File: config.mk
export PLATFORM = sky130hd
export DESIGN_NAME = config_uart_loader_flat
export DESIGN_NICKNAME = d
export VERILOG_FILES = /design/src/rtl/config_uart_loader_if.sv /design/src/rtl/config_uart_loader.sv /design/src/flat_wrapper.sv
export SDC_FILE = /design/constraint.sdc
export NUM_CORES = 1
export LEC_CHECK = 0
export ABC_AREA = 1
export CAP_MARGIN = 20
export CORE_MARGIN = 2
export CORE_UTILIZATION = 40
export CTS_CLUSTER_DIAMETER = 30
export DETAILED_ROUTE_END_ITERATION = 8
export DONT_BUFFER_PORTS = 1
export HOLD_SLACK_MARGIN = 0.1
export SETUP_SLACK_MARGIN = 0.02
export SYNTH_ARGS = -nofsm -noshare
export SYNTH_HDL_FRONTEND = slang
export SYNTH_SLANG_ARGS = --single-unit
File: constraint.sdc
create_clock -name CLK -period 7.25 [get_ports CLK]
set_clock_uncertainty 0.15 [all_clocks]
set_input_delay 1.45 -clock CLK [delete_from_list [all_inputs] [get_ports CLK]]
set_output_delay 1.45 -clock CLK [all_outputs]
set_load 0.05 [all_outputs]
File: src/rtl/config_uart_loader_if.sv
// Configuration-word output bundle of the UART configuration loader.
//   WriteData   assembled configuration word, first received byte in the MSBs
//   WriteStrobe one-cycle pulse, WriteData valid in the same cycle
//   Command     last accepted command byte
//   ComActive   high while payload bytes are expected
//   Done        one-cycle pulse after the checksum field has been received
//   ChecksumOk  checksum result of the last completed frame
//   ErrCode     0 none, 1 framing, 2 timeout, 3 checksum mismatch
// master: the loader (drives everything); slave: the frame writer.
interface config_uart_loader_if #(
  parameter int WORD_WIDTH = 32
);
  logic [WORD_WIDTH-1:0] WriteData;
  logic                  WriteStrobe;
  logic [7:0]            Command;
  logic                  ComActive;
  logic                  Done;
  logic                  ChecksumOk;
  logic [1:0]            ErrCode;

  modport master (
    output WriteData, WriteStrobe, Command, ComActive, Done, ChecksumOk, ErrCode
  );

  modport slave (
    input WriteData, WriteStrobe, Command, ComActive, Done, ChecksumOk, ErrCode
  );
endinterface

File: src/rtl/config_uart_loader.sv
// UART configuration loader: receives 8N1 bytes on Rx, hunts for a 3-byte sync
// preamble, reads command and 16-bit length, then assembles the (bin or hex
// encoded) payload into WORD_WIDTH-bit words and verifies a 16-bit sum.
// Ports:
//   CLK     clock
//   resetn  asynchronous active-low reset
//   Rx      UART serial input, idle high, asynchronous to CLK
//   bus     config_uart_loader_if.master (words, status, errors)
module config_uart_loader #(
  parameter int          WORD_WIDTH     = 32,
  parameter int          CLKS_PER_BIT   = 217,
  parameter int          MODE           = 0,
  parameter int          TIMEOUT_CYCLES = 16777,
  parameter logic [23:0] SYNC_WORD      = 24'h00AAFF
) (
  input  logic                 CLK,
  input  logic                 resetn,
  input  logic                 Rx,
  config_uart_loader_if.master bus
);

  localparam int BPW = WORD_WIDTH / 8;
  localparam int CW  = $clog2(CLKS_PER_BIT);
  localparam int TW  = $clog2(TIMEOUT_CYCLES + 1);
  localparam int WCW = (BPW > 1) ? $clog2(BPW) : 1;

  typedef enum logic [2:0] {RX_IDLE, RX_START, RX_DATA, RX_STOP, RX_WAIT} rx_state_t;
  typedef enum logic [3:0] {IDLE, SYNC1, SYNC2, CMD, LEN_H, LEN_L, EVAL, DATA, CK, FIN} state_t;

  function automatic logic is_hex(input logic [7:0] c);
    return (c >= 8'h30 && c <= 8'h39) || (c >= 8'h41 && c <= 8'h46) ||
           (c >= 8'h61 && c <= 8'h66);
  endfunction

  // Letters sit at 0x41/0x61 upwards, so their low nibble plus 9 gives 10..15.
  function automatic logic [3:0] hex_nib(input logic [7:0] c);
    return (c <= 8'h39) ? c[3:0] : c[3:0] + 4'd9;
  endfunction

  rx_state_t rx_state, rx_next;
  logic          rx_s1, rx_s2;
  logic [CW-1:0] bit_cnt;
  logic [2:0]    bit_idx;
  logic [7:0]    rx_shift;
  logic          byte_vld, frame_err;
  logic          tick;

  state_t state, nxt;
  logic [15:0]           len, byte_cnt, sum, exp_sum;
  logic [WORD_WIDTH-1:0] word_sr, word_nxt;
  logic [WCW-1:0]        wcnt;
  logic                  ck_cnt, nib_lo;
  logic [3:0]            nib_hi;
  logic [TW-1:0]         to_cnt;
  logic                  hex_mode, len_ok, timeout, dec_vld;
  logic [7:0]            dec_byte;

  // Receiver: synchroniser and bit timing
  assign tick = (bit_cnt == '0);

  always_ff @(posedge CLK or negedge resetn) begin
    if (!resetn) rx_state <= RX_IDLE;
    else         rx_state <= rx_next;
  end

  always_comb begin
    rx_next = rx_state;
    case (rx_state)
      RX_IDLE:  if (!rx_s2) rx_next = RX_START;
      RX_START: if (tick) rx_next = rx_s2 ? RX_IDLE : RX_DATA;   // high = glitch
      RX_DATA:  if (tick && bit_idx == 3'd7) rx_next = RX_STOP;
      RX_STOP:  if (tick) rx_next = rx_s2 ? RX_IDLE : RX_WAIT;
      RX_WAIT:  if (rx_s2) rx_next = RX_IDLE;                    // re-arm on high line
      default:  rx_next = RX_IDLE;
    endcase
  end

  always_ff @(posedge CLK or negedge resetn) begin
    if (!resetn) begin
      rx_s1     <= 1'b1;
      rx_s2     <= 1'b1;
      bit_cnt   <= '0;
      bit_idx   <= '0;
      rx_shift  <= '0;
      byte_vld  <= 1'b0;
      frame_err <= 1'b0;
    end else begin
      rx_s1     <= Rx;
      rx_s2     <= rx_s1;
      byte_vld  <= 1'b0;
      frame_err <= 1'b0;
      if (rx_state == RX_IDLE)  bit_cnt <= CW'(CLKS_PER_BIT / 2);
      else if (tick)            bit_cnt <= CW'(CLKS_PER_BIT - 1);
      else                      bit_cnt <= bit_cnt - CW'(1);
      if (rx_state == RX_START) bit_idx <= '0;
      if (rx_state == RX_DATA && tick) begin
        rx_shift <= {rx_s2, rx_shift[7:1]};
        bit_idx  <= bit_idx + 3'd1;
      end
      if (rx_state == RX_STOP && tick) begin
        byte_vld  <= rx_s2;
        frame_err <= !rx_s2;
      end
    end
  end

  // Frame decode: payload byte reconstruction
  assign hex_mode = (MODE == 1) ? 1'b1 : (MODE == 2) ? 1'b0 : bus.Command[7];
  assign len_ok   = (bus.Command[6:0] == 7'd1 || bus.Command[6:0] == 7'd2) &&
                    (len != 16'd0) && ((len % 16'(BPW)) == 16'd0);
  assign timeout  = (to_cnt == '0) && (state != IDLE) && !byte_vld;
  assign word_nxt = WORD_WIDTH'({word_sr, dec_byte});

  always_comb begin
    dec_vld  = 1'b0;
    dec_byte = rx_shift;
    if (byte_vld && (state == DATA || state == CK)) begin
      if (!hex_mode) begin
        dec_vld = 1'b1;
      end else if (is_hex(rx_shift) && nib_lo) begin
        dec_vld  = 1'b1;
        dec_byte = {nib_hi, hex_nib(rx_shift)};
      end
    end
  end

  always_ff @(posedge CLK or negedge resetn) begin
    if (!resetn) state <= IDLE;
    else         state <= nxt;
  end

  always_comb begin
    nxt = state;
    if ((frame_err && state != IDLE) || timeout) begin
      nxt = IDLE;
    end else begin
      case (state)
        IDLE:  if (byte_vld && rx_shift == SYNC_WORD[23:16]) nxt = SYNC1;
        SYNC1: if (byte_vld) nxt = (rx_shift == SYNC_WORD[15:8])  ? SYNC2 :
                                   (rx_shift == SYNC_WORD[23:16]) ? SYNC1 : IDLE;
        SYNC2: if (byte_vld) nxt = (rx_shift == SYNC_WORD[7:0])   ? CMD   :
                                   (rx_shift == SYNC_WORD[23:16]) ? SYNC1 : IDLE;
        CMD:   if (byte_vld) nxt = LEN_H;
        LEN_H: if (byte_vld) nxt = LEN_L;
        LEN_L: if (byte_vld) nxt = EVAL;
        EVAL:  nxt = len_ok ? DATA : IDLE;
        DATA:  if (dec_vld && byte_cnt == len - 16'd1) nxt = CK;
        CK:    if (dec_vld && ck_cnt) nxt = FIN;
        FIN:   nxt = IDLE;
        default: nxt = IDLE;
      endcase
    end
  end

  // Word assembly, checksum, status outputs
  assign bus.ComActive = (state == DATA);

  always_ff @(posedge CLK or negedge resetn) begin
    if (!resetn) begin
      bus.WriteData   <= '0;
      bus.WriteStrobe <= 1'b0;
      bus.Command     <= '0;
      bus.Done        <= 1'b0;
      bus.ChecksumOk  <= 1'b0;
      bus.ErrCode     <= '0;
      len             <= '0;
      byte_cnt        <= '0;
      sum             <= '0;
      exp_sum         <= '0;
      word_sr         <= '0;
      wcnt            <= '0;
      ck_cnt          <= 1'b0;
      nib_lo          <= 1'b0;
      nib_hi          <= '0;
      to_cnt          <= TW'(TIMEOUT_CYCLES);
    end else begin
      bus.WriteStrobe <= 1'b0;
      bus.Done        <= 1'b0;
      if (byte_vld || state == IDLE) to_cnt <= TW'(TIMEOUT_CYCLES);
      else if (to_cnt != '0)         to_cnt <= to_cnt - TW'(1);

      if (frame_err && state != IDLE) begin
        bus.ErrCode <= 2'd1;
      end else if (timeout) begin
        bus.ErrCode <= 2'd2;
      end else begin
        case (state)
          CMD: if (byte_vld) begin
            bus.Command    <= rx_shift;
            bus.ErrCode    <= 2'd0;
            bus.ChecksumOk <= 1'b0;
          end
          LEN_H: if (byte_vld) len[15:8] <= rx_shift;
          LEN_L: if (byte_vld) len[7:0]  <= rx_shift;
          EVAL: begin
            byte_cnt <= '0;
            sum      <= '0;
            exp_sum  <= '0;
            word_sr  <= '0;
            wcnt     <= '0;
            ck_cnt   <= 1'b0;
            nib_lo   <= 1'b0;
          end
          DATA, CK: begin
            // Non-hex characters leave the nibble phase untouched.
            if (byte_vld && hex_mode && is_hex(rx_shift)) begin
              nib_lo <= !nib_lo;
              if (!nib_lo) nib_hi <= hex_nib(rx_shift);
            end
            if (dec_vld && state == DATA) begin
              word_sr  <= word_nxt;
              sum      <= sum + {8'h00, dec_byte};
              byte_cnt <= byte_cnt + 16'd1;
              if (wcnt == WCW'(BPW - 1)) begin
                wcnt            <= '0;
                bus.WriteData   <= word_nxt;
                bus.WriteStrobe <= 1'b1;
              end else begin
                wcnt <= wcnt + WCW'(1);
              end
            end
            if (dec_vld && state == CK) begin
              exp_sum <= {exp_sum[7:0], dec_byte};
              ck_cnt  <= 1'b1;
            end
          end
          FIN: begin
            bus.Done       <= 1'b1;
            bus.ChecksumOk <= (sum == exp_sum);
            if (sum != exp_sum) bus.ErrCode <= 2'd3;
          end
          default: ;
        endcase
      end
    end
  end

endmodule
File: src/flat_wrapper.sv
// flat-port wrapper written by rule: the top's interface ports become plain ports
module config_uart_loader_flat 
#(
  parameter int          WORD_WIDTH     = 32,
  parameter int          CLKS_PER_BIT   = 217,
  parameter int          MODE           = 0,
  parameter int          TIMEOUT_CYCLES = 16777,
  parameter logic [23:0] SYNC_WORD      = 24'h00AAFF
)
  (CLK, resetn, Rx, bus_WriteData, bus_WriteStrobe, bus_Command, bus_ComActive, bus_Done, bus_ChecksumOk, bus_ErrCode);
  config_uart_loader_if #(.WORD_WIDTH(WORD_WIDTH)) bus_i ();
  input  logic CLK;
  input  logic resetn;
  input  logic Rx;
  output wire logic [$bits(bus_i.WriteData)-1:0] bus_WriteData;
  output wire logic [$bits(bus_i.WriteStrobe)-1:0] bus_WriteStrobe;
  output wire logic [$bits(bus_i.Command)-1:0] bus_Command;
  output wire logic [$bits(bus_i.ComActive)-1:0] bus_ComActive;
  output wire logic [$bits(bus_i.Done)-1:0] bus_Done;
  output wire logic [$bits(bus_i.ChecksumOk)-1:0] bus_ChecksumOk;
  output wire logic [$bits(bus_i.ErrCode)-1:0] bus_ErrCode;
  assign bus_WriteData = bus_i.WriteData;
  assign bus_WriteStrobe = bus_i.WriteStrobe;
  assign bus_Command = bus_i.Command;
  assign bus_ComActive = bus_i.ComActive;
  assign bus_Done = bus_i.Done;
  assign bus_ChecksumOk = bus_i.ChecksumOk;
  assign bus_ErrCode = bus_i.ErrCode;
  config_uart_loader #(.WORD_WIDTH(WORD_WIDTH), .CLKS_PER_BIT(CLKS_PER_BIT), .MODE(MODE), .TIMEOUT_CYCLES(TIMEOUT_CYCLES), .SYNC_WORD(SYNC_WORD)) u_core (.CLK(CLK), .resetn(resetn), .Rx(Rx), .bus(bus_i));
endmodule
==> flow_summary.yaml, run 1 <==
status:
  status: "finished, final reports clean"
clocking:
  ctsResizeCount: 0
  root_buffer: "clkbuf_16"
  clkLatencyLatePin_ns: 0.44
  cts_max_level: 4
  cts_made_buffers: 17
  ctsHoldBuffers: 0
  cts_setup_buffers: 0
  path_clk_slew_ns: 0.08
  clockBufferDepth: 2
  cts_tree: "yes"
  clock_sinks: 186
layout:
  final_cell_mix: "nand2_1 (304), dfrtp_1 (179), inv_1 (151)"
  design_area_sq_um: 10700
  diodes: 0
  stdcell_count: 1544
  final_util: 0.442
  drive_gt1_frac: 0.0713
  final_common_cell: "nand2_1"
  fillers: 2437
  final_nets: 1232
  area.growth.synth_to_final_pct: 8.95
routing:
  vias: 7745
  ant_nets: 0
  via_per_inst: 5.02
  drc: 0
  drtIter0Drc: 555
  drt-total-wl_um: 23700
  wire_per_inst_um: 15.3
  drt_pass1_iterations: 5
logic_synthesis:
  synthCells: 1218
  ys_seq_area_frac: 0.474
  yosysTopAreaCellShare: 0.456
  synthesis.area_sq_um: 9830
  synthesis.nets: 1243
  synth_edf_count: 0
  ys_async_sr_fraction: 1.00
  synth_area_leaders: "dfrtp_1 (46%), nand2_1 (12%), inv_1 (5.8%)"
  synth-seq-cells: 186
  synth.largest_area_cell: "dfrtp_1"
  synthFlopType: "dfrtp_1"
  synth.avg_cell_area_sq_um: 8.07
  synth_cell_types: 50
  yosysWarningCount: 0
worst_setup_path:
  cp_common_cell: "nand2_1"
  path_depth: 17
  crit-reg2reg-launch: "u_core.state[0]"
  cpMaxStageDelayCell: "o21ai_0"
  worstSetupStartpoint: "u_core.state[0]"
  crit_type: "reg2reg"
  reg2reg_depth: 17
  crit_path_cell_trace: "nor2_4 -> nand2_2 -> nor2_4 -> inv_2 -> nand2_2 -> nand2_1 -> inv_1 -> nand4_2 -> o21ai_0 -> ha_1 -> a31oi_1 -> o21ai_0 -> nand2_1 -> o31ai_1 -> or2_2 -> nand4_1 -> nand2_1"
  crit_family: "simple AND/OR/NAND/NOR gates"
  crit_path_end: "u_core.sum[15]"
  critPathLaunchType: "register"
  crit_fanout: 13
  worstPathArrival_ns: 4.34
  crit_required_ns: 7.43
  max_stage_delay_ns: 0.70
  crit_path_end_kind: "register"
  crit_buf_inv: 2
  r2r-end: "u_core.sum[15]"
  r2r_setup_slack_ns: 3.10
timing:
  hold_violations: 0
  final_max_slew_viol_count: 0
  period_share: 0.573
  relSlewSlack: 0.353
  tns_ns: 0
  setup_violations: 0
  tightest_slew_ns: 0.969
  fmax_mhz: 241
  fin_crit_ns: 4.15
  rsz0062_at_grt: "false"
floorplanning:
  io_pins: 49
  core-area_sq_um: 24200
  dieArea_sq_um: 25900
  die_height_um: 161
  rows: 57
  start_util: 0.406
  die_width_um: 161
power_and_ir_drop:
  leakage_nw: 4.98
  total_power_mw: 2.02
  powerDensity_nw_per_um2: 189
  vdd.ir_drop.worst_v: 0.000109
global_routing:
  grt_pass1_wl_um: 39900
  grt_pass1_vias: 7544
  grt_usage: 0.193
  antenna_found_initial: 0
  overflow: 0
  grt_start_max_net_pins: 187
place:
  gp_congestion: 0.891
  io_buffers: 0
  place_area_sq_um: 10100
  dp_hpwl_um: 16900
  dp_cells: 1512
min_path:
  hold_start: "u_core.rx_s1"
  min_path_type: "reg2reg"
job:
  cap_violations: 0
[state kept, by name (all words and copies together) (netlist names), 2 cells and up]
name,flops
u_core.bit_cnt,8
u_core.bit_idx,3
u_core.bus.Command,8
u_core.bus.ErrCode,2
u_core.bus.WriteData,32
u_core.byte_cnt,16
u_core.exp_sum,16
u_core.len,16
u_core.nib_hi,4
u_core.rx_shift,8
u_core.rx_state,3
u_core.state,4
u_core.sum,16
u_core.to_cnt,15
u_core.wcnt,2
u_core.word_sr,24
[worst reg2reg max path: stages, from the launching register on]
cell,delay (ns)
dfrtp_1,0.47
nor2_4,0.19
nand2_2,0.10
nor2_4,0.11
inv_2,0.05
nand2_2,0.26
nand2_1,0.15
inv_1,0.10
nand4_2,0.21
o21ai_0,0.70
ha_1,0.39
a31oi_1,0.34
o21ai_0,0.24
nand2_1,0.11
o31ai_1,0.08
or2_2,0.28
nand4_1,0.07
nand2_1,0.06
[through the flow]
stage	worst slack (ns)	hold WS, ns
after floorplan	3.87	0.195
after global placement	3.14	0.196
after detailed placement	3.16	0.205
after CTS	3.15	0.218
after global routing	2.76	0.222
final	3.10	0.217
[how the worst min path moves through the flow]
stage,end,slack (ns),cells after the start
6_report,u_core.rx_s2,0.22,0
5_1_grt,u_core.rx_s2,0.22,0
2_1_floorplan,u_core.rx_s2,0.20,0
3_3_place_gp,u_core.rx_s2,0.20,0
3_5_place_dp,u_core.rx_s2,0.21,0
4_1_cts,u_core.rx_s2,0.22,0
[routing by layer]
metal | share of wire | global-route usage | up-vias
met1 | 0.48 | 0.267 | 3662
li1 | - | - | 3941
met4 | 0.021 | 0.0601 | 0
met3 | 0.033 | 0.0364 | 25
met5 | 0 | 0 | -
met2 | 0.46 | 0.309 | 117
[cell families (layout without fill, tap and decap cells)]
family,after synthesis,count (layout),synth area share
buffers and inverters,191,193,0.0785
and+or+nand+nor,563,563,0.253
AOI/OAI and AO/OA,213,213,0.126
adders and majority gates,22,22,0.0288
xor gates and xnor gates,43,43,0.0397
DFF,186,186,0.474
[final cells by class]
cell class | instances | area (sq um) | area share
inverters | 160 | 606 | 0.0565
well taps | 324 | 405 | 0.0378
clock buffers | 17 | 425 | 0.0397
multi-input cells | 841 | 4400 | 0.411
flip-flops and latches | 186 | 4660 | 0.435
clock inverters | 15 | 201 | 0.0188
repair buffers | 1 | 7.51 | 0.000701
[cell usage after synthesis (14+ instances only)]
master and count:
ha_1 21, o21ai_0 96, a21oi_1 24, inv_1 151
nor3_1 28, nand3_1 58, nand2_1 304, o31ai_1 15
xor2_1 31, nor2_1 109, o22ai_1 14, o21ai_1 38
nand4_1 23, dfrtp_1 179
[report_power, final]
part / leakage, nW / switching (mW) / internal, mW / total [mW]
logic: 2.13 / 0.000294 / 0.000104 / 0.000400
registers: 2.55 / 0.000311 / 1.04 / 1.04
clock network: 0.304 / 0.501 / 0.484 / 0.985
total: 4.98 / 0.502 / 1.52 / 2.02
No activity file was read; power rests on OpenSTA's default activity.
==> run 2: changes to the inputs <==
- clock period: 7.25 -> 3.45 ns (I/O delays scaled with it)
==> run 2 against run 1 <==
  * Fmax grew 28%
  * Power up 110%
  * Die area unchanged
  * First-iteration DRC count fell by 1.4%
  * Largest cell class unchanged
  * Register-to-register slack worse by 2.9 ns
  * Sequential cell count did not move
  * Count of clock-buffer cells in the layout unchanged
  * Hold slack lost 0.43 ns
  * The flow now finishes with violations (negative hold slack)
==> flow_summary.yaml, run 2 (synthesized netlist as in run 1, its figures left out) <==
status:
  status: "finished with violations"
  violations: "negative hold slack"
worst_setup_path:
  crit_path_end: "u_core.sum[14]"
  critPathLaunchType: "register"
  r2r-end: "u_core.sum[14]"
  crit_fanout: 5
  crit-reg2reg-launch: "u_core.rx_shift[3]"
  worstPathArrival_ns: 3.41
  crit_required_ns: 3.61
  r2r_setup_slack_ns: 0.21
  worstSetupStartpoint: "u_core.rx_shift[3]"
  crit_type: "reg2reg"
  reg2reg_depth: 22
  crit_path_end_kind: "register"
routing:
  vias: 8021
  drtIter0Drc: 547
  drc: 0
  wire_per_inst_um: 15.0
  via_per_inst: 5.04
  ant_nets: 0
  drt-total-wl_um: 23900
  drt_pass1_iterations: 5
place:
  gp_congestion: 0.913
  dp_hpwl_um: 17000
  place_area_sq_um: 10400
  io_buffers: 0
  dp_cells: 1551
clocking:
  path_clk_slew_ns: 0.08
  cts_made_buffers: 17
  clkLatencyLatePin_ns: 0.44
  clock_sinks: 186
  root_buffer: "clkbuf_16"
  cts_tree: "yes"
  ctsHoldBuffers: 1
  clockBufferDepth: 2
  cts_max_level: 4
layout:
  area.growth.synth_to_final_pct: 14.2
  final_common_cell: "nand2_1"
  largestRegisters: "u_core.bus.WriteData (32), u_core.word_sr (24)"
  fillers: 2325
  largest-register: "u_core.bus.WriteData"
  design_area_sq_um: 11200
  largest_reg_flops: 32
  final_cell_mix: "nand2_1 (301), dfrtp_1 (178), inv_1 (147)"
  drive_gt1_frac: 0.127
  stdcell_count: 1592
  final_nets: 1280
  diodes: 0
global_routing:
  grt_pass1_wl_um: 39700
  antenna_found_initial: 0
  grt_usage: 0.191
  grt_pass1_vias: 7812
  overflow: 0
  grt_start_max_net_pins: 187
power_and_ir_drop:
  vdd.ir_drop.worst_v: 0.000249
  leakage_nw: 5.24
  powerDensity_nw_per_um2: 374
timing:
  tightest_slew_ns: 0.662
  tns_ns: 0
  period_share: 0.940
  final_max_slew_viol_count: 0
  fmax_mhz: 308
  setup_violations: 0
  finalHoldWorstSlack_ns: -0.211
  hold_violations: 181
  relSlewSlack: 0.555
  fin_crit_ns: 3.24
floorplanning:
  io_pins: 49
  dieArea_sq_um: 25900
  rows: 57
  start_util: 0.406
  die_width_um: 161
  die_height_um: 161
  core-area_sq_um: 24200
job:
  cap_violations: 0
min_path:
  min_path_type: "in2async"
## run 2: changes by cell type in the layout (fill, tap and decap cells not counted), sizes merged
cell | before | now
inv | 169 | 164
clkinv | 6 | 11
nand4 | 24 | 25
dlygate4sd3 | 0 | 1
buf | 1 | 47
## run 2: critical path: stages (launching register included)
cell and delay, ns:
dfrtp_1 0.40, buf_4 0.15, inv_1 0.12, nand3_1 0.12, nor2_1 0.11, nand3_1 0.13
nand3_4 0.15, buf_6 0.11, and3_4 0.18, o21ai_2 0.06, inv_1 0.05, ha_2 0.17
inv_1 0.05, fa_1 0.35, inv_1 0.08, nand3_1 0.07, nand2_1 0.10, nand3_1 0.07
nand2_1 0.08, nand3b_1 0.09, o21ai_2 0.08, xor2_1 0.16, o31ai_1 0.08
## run 2: cell type report
cell class	count	area [sq um]	share of cell area
Inverter	160	606	0.0539
Sequential cell	186	4660	0.415
Clock inverter	15	191	0.0170
Multi-Input combinational cell	842	4560	0.406
Clock buffer	17	425	0.0379
Timing Repair Buffer	48	383	0.0341
Tap cell	324	405	0.0361
## run 2: timing repair
item | in CTS | in global routing
setup buffers | 2 | 5
cloned | 0 | 1
pin swaps | 0 | 10
endpoints found under the setup margin | 8 | 11
endpoints found under the hold margin | 187 | 186
resized for setup | 8 | 38
## run 2: layer usage
| layer | GRT usage | up-vias | routed length, um |
|---|---|---|---|
| met2 | 0.315 | 136 | 11400 |
| li1 | - | 4054 | - |
| met1 | 0.256 | 3806 | 11200 |
| met3 | 0.0320 | 25 | 809 |
| met5 | 0 | - | 0 |
| met4 | 0.0625 | 0 | 446 |
## run 2: where the power goes
group	switching [mW]	internal (mW)	total, mW
clock network	1.02	0.993	2.01
logic	0.000727	0.000964	0.00169
registers	0.000677	2.18	2.18
total	1.02	3.17	4.20
## run 2: metrics by stage
step,utilization,setup slack (ns),total power [mW]
after CTS,0.456,0.0256,4.24
after global placement,0.429,0.0309,2.23
after global routing,0.463,-0.0636,4.32
after detailed placement,0.429,-0.0959,2.23
after floorplan,-,0.0689,2.23
final,0.463,0.205,4.20
## run 2: worst min path at each step
stage,from,end,depth (start not counted)
4_1_cts,resetn,u_core.bit_idx[1],0
5_1_grt,resetn,u_core.bit_cnt[1],0
3_3_place_gp,u_core.rx_s1,u_core.rx_s2,0
6_report,resetn,u_core.bit_idx[1],0
3_5_place_dp,u_core.rx_s1,u_core.rx_s2,0
2_1_floorplan,u_core.rx_s1,u_core.rx_s2,0
